===== src/rtl/div_rr_scheduler.sv =====
// Two-requester restoring divider with one shared engine.
// Round-robin grant in IDLE, one quotient bit per CALC cycle, held result in RESP.
module div_rr_scheduler #(
    parameter int width = 4
) (
    input  logic             clk,
    input  logic             rst_n,
    input  logic             req0_valid,
    output logic             req0_ready,
    input  logic [width-1:0] req0_a,
    input  logic [width-1:0] req0_b,
    input  logic             req1_valid,
    output logic             req1_ready,
    input  logic [width-1:0] req1_a,
    input  logic [width-1:0] req1_b,
    output logic             rsp_valid,
    input  logic             rsp_ready,
    output logic             rsp_id,
    output logic [width-1:0] rsp_q,
    output logic [width-1:0] rsp_r,
    output logic             rsp_dbz,
    output logic             busy
);

    localparam int CW = $clog2(width + 1);

    typedef enum logic [1:0] {
        S_IDLE,
        S_CALC,
        S_RESP
    } state_t;

    state_t           r_state;
    state_t           w_next;
    logic [CW-1:0]    r_cnt;
    logic             r_ptr;
    logic             r_id;
    logic             r_rsp_id;
    logic [width-1:0] r_b;
    logic [width-1:0] r_rem;
    logic [width-1:0] r_quo;
    logic             r_dbz;

    logic             w_idle;
    logic             w_gnt0;
    logic             w_gnt1;
    logic             w_acc;
    logic             w_acc_id;
    logic [width-1:0] w_acc_a;
    logic [width-1:0] w_acc_b;
    logic             w_last;
    logic [width:0]   w_sh;
    logic [width:0]   w_trial;
    logic             w_fit;

    // r_ptr holds the last granted requester; a tie goes to the other one.
    assign w_idle   = (r_state == S_IDLE);
    assign w_gnt1   = req1_valid & (~req0_valid | ~r_ptr);
    assign w_gnt0   = req0_valid & ~w_gnt1;
    assign req0_ready = w_idle & w_gnt0;
    assign req1_ready = w_idle & w_gnt1;
    assign w_acc    = (req0_valid & req0_ready) | (req1_valid & req1_ready);
    assign w_acc_id = req1_ready;
    assign w_acc_a  = w_acc_id ? req1_a : req0_a;
    assign w_acc_b  = w_acc_id ? req1_b : req0_b;
    assign w_last   = (r_cnt == CW'(1));

    assign w_sh    = {r_rem, r_quo[width-1]};
    assign w_trial = w_sh - {1'b0, r_b};
    assign w_fit   = ~w_trial[width];

    always_ff @(posedge clk) begin
        if (!rst_n) begin
            r_state <= S_IDLE;
        end else begin
            r_state <= w_next;
        end
    end

    always_comb begin
        w_next    = r_state;
        rsp_valid = 1'b0;
        rsp_q     = '0;
        rsp_r     = '0;
        rsp_dbz   = 1'b0;
        busy      = 1'b1;
        unique case (r_state)
            S_IDLE: begin
                busy = 1'b0;
                if (w_acc) begin
                    w_next = (w_acc_b == '0) ? S_RESP : S_CALC;
                end
            end
            S_CALC: begin
                if (w_last) begin
                    w_next = S_RESP;
                end
            end
            S_RESP: begin
                rsp_valid = 1'b1;
                rsp_q     = r_quo;
                rsp_r     = r_rem;
                rsp_dbz   = r_dbz;
                if (rsp_ready) begin
                    w_next = S_IDLE;
                end
            end
            default: begin
                w_next = S_IDLE;
            end
        endcase
    end

    assign rsp_id = r_rsp_id;

    always_ff @(posedge clk) begin
        if (!rst_n) begin
            r_cnt    <= '0;
            r_ptr    <= 1'b1;
            r_id     <= 1'b0;
            r_rsp_id <= 1'b0;
            r_b      <= '0;
            r_rem    <= '0;
            r_quo    <= '0;
            r_dbz    <= 1'b0;
        end else begin
            unique case (r_state)
                S_IDLE: begin
                    if (w_acc) begin
                        r_b   <= w_acc_b;
                        r_id  <= w_acc_id;
                        r_ptr <= w_acc_id;
                        if (w_acc_b == '0) begin
                            r_quo    <= '1;
                            r_rem    <= w_acc_a;
                            r_dbz    <= 1'b1;
                            r_cnt    <= '0;
                            r_rsp_id <= w_acc_id;
                        end else begin
                            r_quo <= w_acc_a;
                            r_rem <= '0;
                            r_dbz <= 1'b0;
                            r_cnt <= CW'(width);
                        end
                    end
                end
                S_CALC: begin
                    r_rem <= w_fit ? w_trial[width-1:0] : w_sh[width-1:0];
                    r_quo <= {r_quo[width-2:0], w_fit};
                    r_cnt <= r_cnt - CW'(1);
                    if (w_last) begin
                        r_rsp_id <= r_id;
                    end
                end
                default: begin
                end
            endcase
        end
    end

endmodule


===== config.mk =====
export PLATFORM = sky130hd
export DESIGN_NAME = div_rr_scheduler
export DESIGN_NICKNAME = d
export VERILOG_FILES = /design/src/rtl/div_rr_scheduler.sv
export SDC_FILE = /design/constraint.sdc
export NUM_CORES = 1
export LEC_CHECK = 0
export CORE_UTILIZATION = 40
export CTS_CLUSTER_SIZE = 12
export DETAILED_ROUTE_END_ITERATION = 10
export HOLD_SLACK_MARGIN = 0.08
export PLACE_DENSITY = 0.67
export SLEW_MARGIN = 20
export SYNTH_ARGS = -nofsm -noshare
export SYNTH_HDL_FRONTEND = slang
export SYNTH_SLANG_ARGS = --single-unit

===== constraint.sdc =====
create_clock -name clk -period 5.1 [get_ports clk]
set_input_delay 0.51 -clock clk [delete_from_list [all_inputs] [get_ports clk]]
set_output_delay 0.51 -clock clk [all_outputs]
set_load 0.01 [all_outputs]

[Word level (Yosys, flattened, before mapping)]
Index checks and enable logic that the tools add are counted.
Storage, ports and cells
  register bits: 21
Cells by class
  reduce and logical (&&, ||, !) cells: 7
  multiplexer cells: 27
  $add $sub $neg: 2
  bitwise gates (word level): 12
  eq/ne operators: 7
Operators by type and width (count)
  4-bit two-way mux: 9
  4-bit one-hot mux with 2 select lines: 2
  2-bit two-way mux: 4
  1-bit two-way mux: 7
  1-bit bitwise AND: 6
  3-bit two-way mux: 2
  2-bit one-hot mux with 3 select lines: 1
  3-bit one-hot mux with 2 select lines: 1
  5-bit by 4-bit subtractor with 5-bit output: 1
  4-bit logical NOT: 1
  2-bit by 1-bit inequality test with 1-bit output (second input constant): 2
  2-bit inequality test (second input constant): 2
  1-bit inverter: 4
  2-bit AND reduction: 2
  4-bit AND reduction: 1
  3-bit by 1-bit equality test with 1-bit output (second input constant): 1
  3-bit AND reduction: 1
  3-bit by 1-bit subtractor with 3-bit output (second input constant): 1
  2-bit by 1-bit equality test with 1-bit output (second input constant): 1
  2-bit equality test (second input constant): 1
  2-bit logical NOT: 1
  1-bit OR: 2
  1-bit one-hot mux with 2 select lines: 1
  2-bit nonzero test: 1

[Longest topological paths before layout]
  word-level depth: 10
  gate-level depth with buffers: 9
  gate-level depth less buffers: 8

[Least setup slack after synthesis]
OpenSTA, ideal clock, no wires.
  kind: reg2reg
  start: register r_quo[3]
  end: register r_quo[0]
  data arrival time: 2.049 ns
  library setup time: 0.130 ns
  period minus slack after synthesis: 2.179 ns
  cell stages (with the launch flop): 10
  slack: 2.921 ns
  cells stage by stage: dfxtp_1 inv_1 ha_1 fa_1 nand3b_1 and2_1 buf_2 xnor2_2 a2111oi_0 nor3_1
On the way
  longest elaborated chain between the ends: 3
RTL lines
  from (decl): line 41  | logic [width-1:0] r_quo;
  from (signal assigned): line 140  | r_quo <= w_acc_a;
  from (signal assigned): line 149  | r_quo <= {r_quo[width-2:0], w_fit};
  5-bit by 4-bit subtractor with 5-bit output: line 69  | assign w_trial = w_sh - {1'b0, r_b};
  1-bit inverter: line 70  | assign w_fit = ~w_trial[width];
  4-bit one-hot mux with 2 select lines: line 127  | unique case (r_state)
Every way passes these cells.
A chain may end at the register's enable or synchronous reset.

[Final worst setup path]
  start: input req0_valid
  end: output req1_ready
On the way
  longest elaborated chain between the ends: 4
RTL lines
  from (decl): line 8  | input logic req0_valid,
  1-bit inverter: line 58  | assign w_gnt1 = req1_valid & (~req0_valid | ~r_ptr);
  1-bit OR: line 58
  1-bit bitwise AND: line 58
  1-bit bitwise AND: line 61  | assign req1_ready = w_idle & w_gnt1;
  to (decl): line 13  | output logic req1_ready,
Every way passes these cells.

==> impl_metrics.json <==
{
  "status": "finished, final reports clean",
  "grt_max_degree": 18,
  "maxCapViolCount": 0,
  "drive_gt1_frac": 0.05660,
  "min_path_type": "reg -> reg",
  "synth_edf_count": 0,
  "gr-total-overflow": 0,
  "rsz0062_at_grt": "no",
  "placedCellCount": 254,
  "cp_num_buf_inv": 3,
  "first_global_vias": 1352,
  "clk_latency_ns": 0.26,
  "fin_cells": 258,
  "initial_core_util": 0.4275,
  "syn_to_final_growth_pct": 26.62,
  "power_density_nw_per_um2": 378.4,
  "die_w_um": 62.65,
  "synth-seq-cells": 21,
  "ant_nets": 0,
  "critPathLaunchType": "input pin",
  "dieHeight_um": 62.65,
  "num_rows": 21,
  "postCtsResizedCells": 0,
  "ir_drop_mv": 0.1439,
  "ys.flop_type": "dfxtp_1",
  "top_layer_used": "met4",
  "hold_start": "rsp_id",
  "grt_pass1_wl_mm": 6.410,
  "worst_setup_path_end_kind": "output port",
  "numPortBuffers": 34,
  "clock_sinks": 21,
  "finalCritPeriodShare": 0.6001,
  "nets": 241,
  "avgSynthCellArea_um2": 7.954,
  "h-tree-depth": 1,
  "cts_tree": "yes",
  "skew_ns": 0.001404,
  "hold_depth": 2,
  "hold_buffers": 0,
  "path_clk_slew_ns": 0.08,
  "crit_path_top_delay_cell": "clkdlybuf4s50_1",
  "slew_violations": 0,
  "cts_setup_buffers": 0,
  "clock-root-buffer": "clkbuf_8",
  "worstReg2RegStart": "r_quo[3]",
  "core_area_um2": 3442,
  "grt_usage": 0.2027,
  "yosys-top-cells-area": "dfxtp_1, nand2_1, ha_1",
  "leakage_nw": 0.7214,
  "path_delay_family": "buffers and inverters",
  "ios": 35,
  "cp_max_fo": 15,
  "dr.pass1.iters": 4,
  "ys_seq_area_frac": 0.2857,
  "tns_ns": 0,
  "drt-met1-wl_mm": 1.844,
  "synth_cell_types": 42,
  "synthArstFlopShare": 0,
  "wl_met3_um": 164,
  "yosysWarnings": 0,
  "hold_viol": 0,
  "syn_inst": 185,
  "max_stage_delay_ns": 0.62,
  "worstMarginPinSlew_ns": 0.9895,
  "dr_wl_met2_mm": 1.691,
  "criticalPathCategory": "in -> out",
  "grt_antenna_before_repair": 0,
  "drt_iter0_drc": 76,
  "worstPathRequired_ns": 4.59,
  "timing.rr.end": "r_quo[0]",
  "regToRegSetupSlack_ns": 2.71,
  "clock.fmax_mhz": 326.7,
  "path_cells": "clkdlybuf4s50_1 > a211oi_4 > nand2_2 > inv_1 > clkdlybuf4s50_1",
  "setup_viol": 0,
  "wl_mm": 3.738,
  "vias_per_cell": 5.457,
  "finalCriticalPeriod_ns": 3.060,
  "synth_area_leader_cell": "dfxtp_1",
  "clk_path_buf_depth": 2,
  "yosys.area.top_type_share": 0.2857,
  "drc_errors": 0,
  "holdPathEnd": "rsp_id",
  "via_count": 1408,
  "syn_area_um2": 1471,
  "path_depth": 5,
  "dieArea_um2": 3925,
  "maxSlewHeadroom": 0.3379,
  "synthesis.nets": 213,
  "rr_worst_depth": 8,
  "hpwl_mm": 2.850,
  "n_antenna_cell": 0,
  "numCtsBuffers": 3,
  "wire_per_inst_um": 14.49,
  "crit_arrival_ns": 2.55,
  "fillers": 335,
  "cp_common_cell": "clkdlybuf4s50_1",
  "place.gp.congestion": 0.8819
}
layout make-up:
type,instances,area [um2],area share
Timing Repair Buffer,34,340.3,0.1827
Inverter,12,45.04,0.02418
Clock inverter,1,5.005,0.002686
Clock buffer,3,41.29,0.02216
Tap cell,46,57.56,0.03089
Multi-Input combinational cell,141,953.4,0.5118
Sequential cell,21,420.4,0.2257
how the worst max path moves through the flow:
stage	slack, ns	start	end
floorplan	2.92	r_quo[3]	r_quo[0]
global placement	2.10	req0_valid	req1_ready
detailed placement	2.04	req0_valid	req1_ready
CTS	2.03	req0_valid	req1_ready
global route	1.93	req0_valid	req1_ready
finish	2.04	req0_valid	req1_ready
cells in the final DEF, fill, tap and decap left out, types with 2 or more instances in the layout:
| master | n |
|---|---|
| inv_1 | 11 |
| o21ai_0 | 11 |
| mux2i_1 | 2 |
| and2_1 | 11 |
| a31oi_1 | 3 |
| ha_1 | 6 |
| nand2b_1 | 4 |
| nor2b_1 | 3 |
| nor2_1 | 11 |
| o22ai_1 | 3 |
| o211a_1 | 3 |
| nor4_4 | 2 |
| nor3_1 | 8 |
| or3_1 | 4 |
| dfxtp_1 | 21 |
| clkdlybuf4s50_1 | 34 |
| xnor2_1 | 2 |
| nand3_1 | 2 |
| a311oi_1 | 5 |
| nand4_1 | 3 |
| nand2_1 | 24 |
| clkbuf_8 | 3 |
| a22oi_1 | 3 |
| a211oi_1 | 5 |
| o211ai_1 | 2 |
| a21oi_1 | 10 |
flip-flops by register name (all words and copies together) (netlist names):
register	cells
r_quo	4
r_id	1
rsp_id	1
r_cnt	3
r_rem	4
r_ptr	1
r_state	2
r_dbz	1
r_b	4
through the flow:
step	util	power [mW]	setup slack, ns	area [um2]	hold WS [ns]
global route	0.5413	0.7696	1.934	1863	0.5069
global placement	0.5264	0.5879	2.099	1812	0.4497
floorplan	-	0.5069	2.921	1471	0.4503
detailed placement	0.5278	0.5984	2.037	1817	0.4655
finish	0.5413	0.7050	2.040	1863	0.4708
CTS	0.5413	0.7107	2.030	1863	0.4769
synth_stat cells, drive strengths merged (2+ instances only):
library cell	instances
dfxtp	21
nor4	2
o211a	3
o211ai	2
a211oi	6
o22ai	3
xnor2	3
a21oi	11
mux2i	3
nand4	3
ha	6
a31oi	3
and2	11
nor2	11
buf	6
inv	11
or3	4
a22oi	3
nand2	25
a311oi	5
clkbuf	5
nand2b	4
o21ai	11
nor2b	3
nor3	9
nand3	2
where the power goes:
part | internal, mW | switching [mW] | leakage (nW)
Clock | 0.0544 | 0.0543 | 0.0255
Sequential | 0.202 | 0.0437 | 0.174
Combinational | 0.161 | 0.190 | 0.522
Total | 0.417 | 0.288 | 0.721
cells by family (layout without fill, tap and decap cells):
| logic type | count (synthesis) | in the layout | synth area share |
|---|---|---|---|
| simple gates | 76 | 76 | 0.2755 |
| xor+xnor | 4 | 4 | 0.02892 |
| buf+inv | 23 | 50 | 0.06973 |
| mux | 3 | 3 | 0.02891 |
| fa+ha+maj | 7 | 7 | 0.06463 |
| compound gates | 51 | 51 | 0.2466 |
| flops | 21 | 21 | 0.2857 |
worst min-delay path: cells and delay by family (launching register included):
family | cells | cell delay [ns]
and+or+nand+nor | 1 | 0.05
muxes | 1 | 0.06
DFF | 1 | 0.32
metal layers:
metal / global-route usage / vias to the layer above
met3: 0.03102 / 5
met5: 0 / -
met2: 0.3220 / 42
li1: - / 711
met1: 0.2860 / 650
met4: 0.04651 / 0
Power figures use the tool's default switching activity.
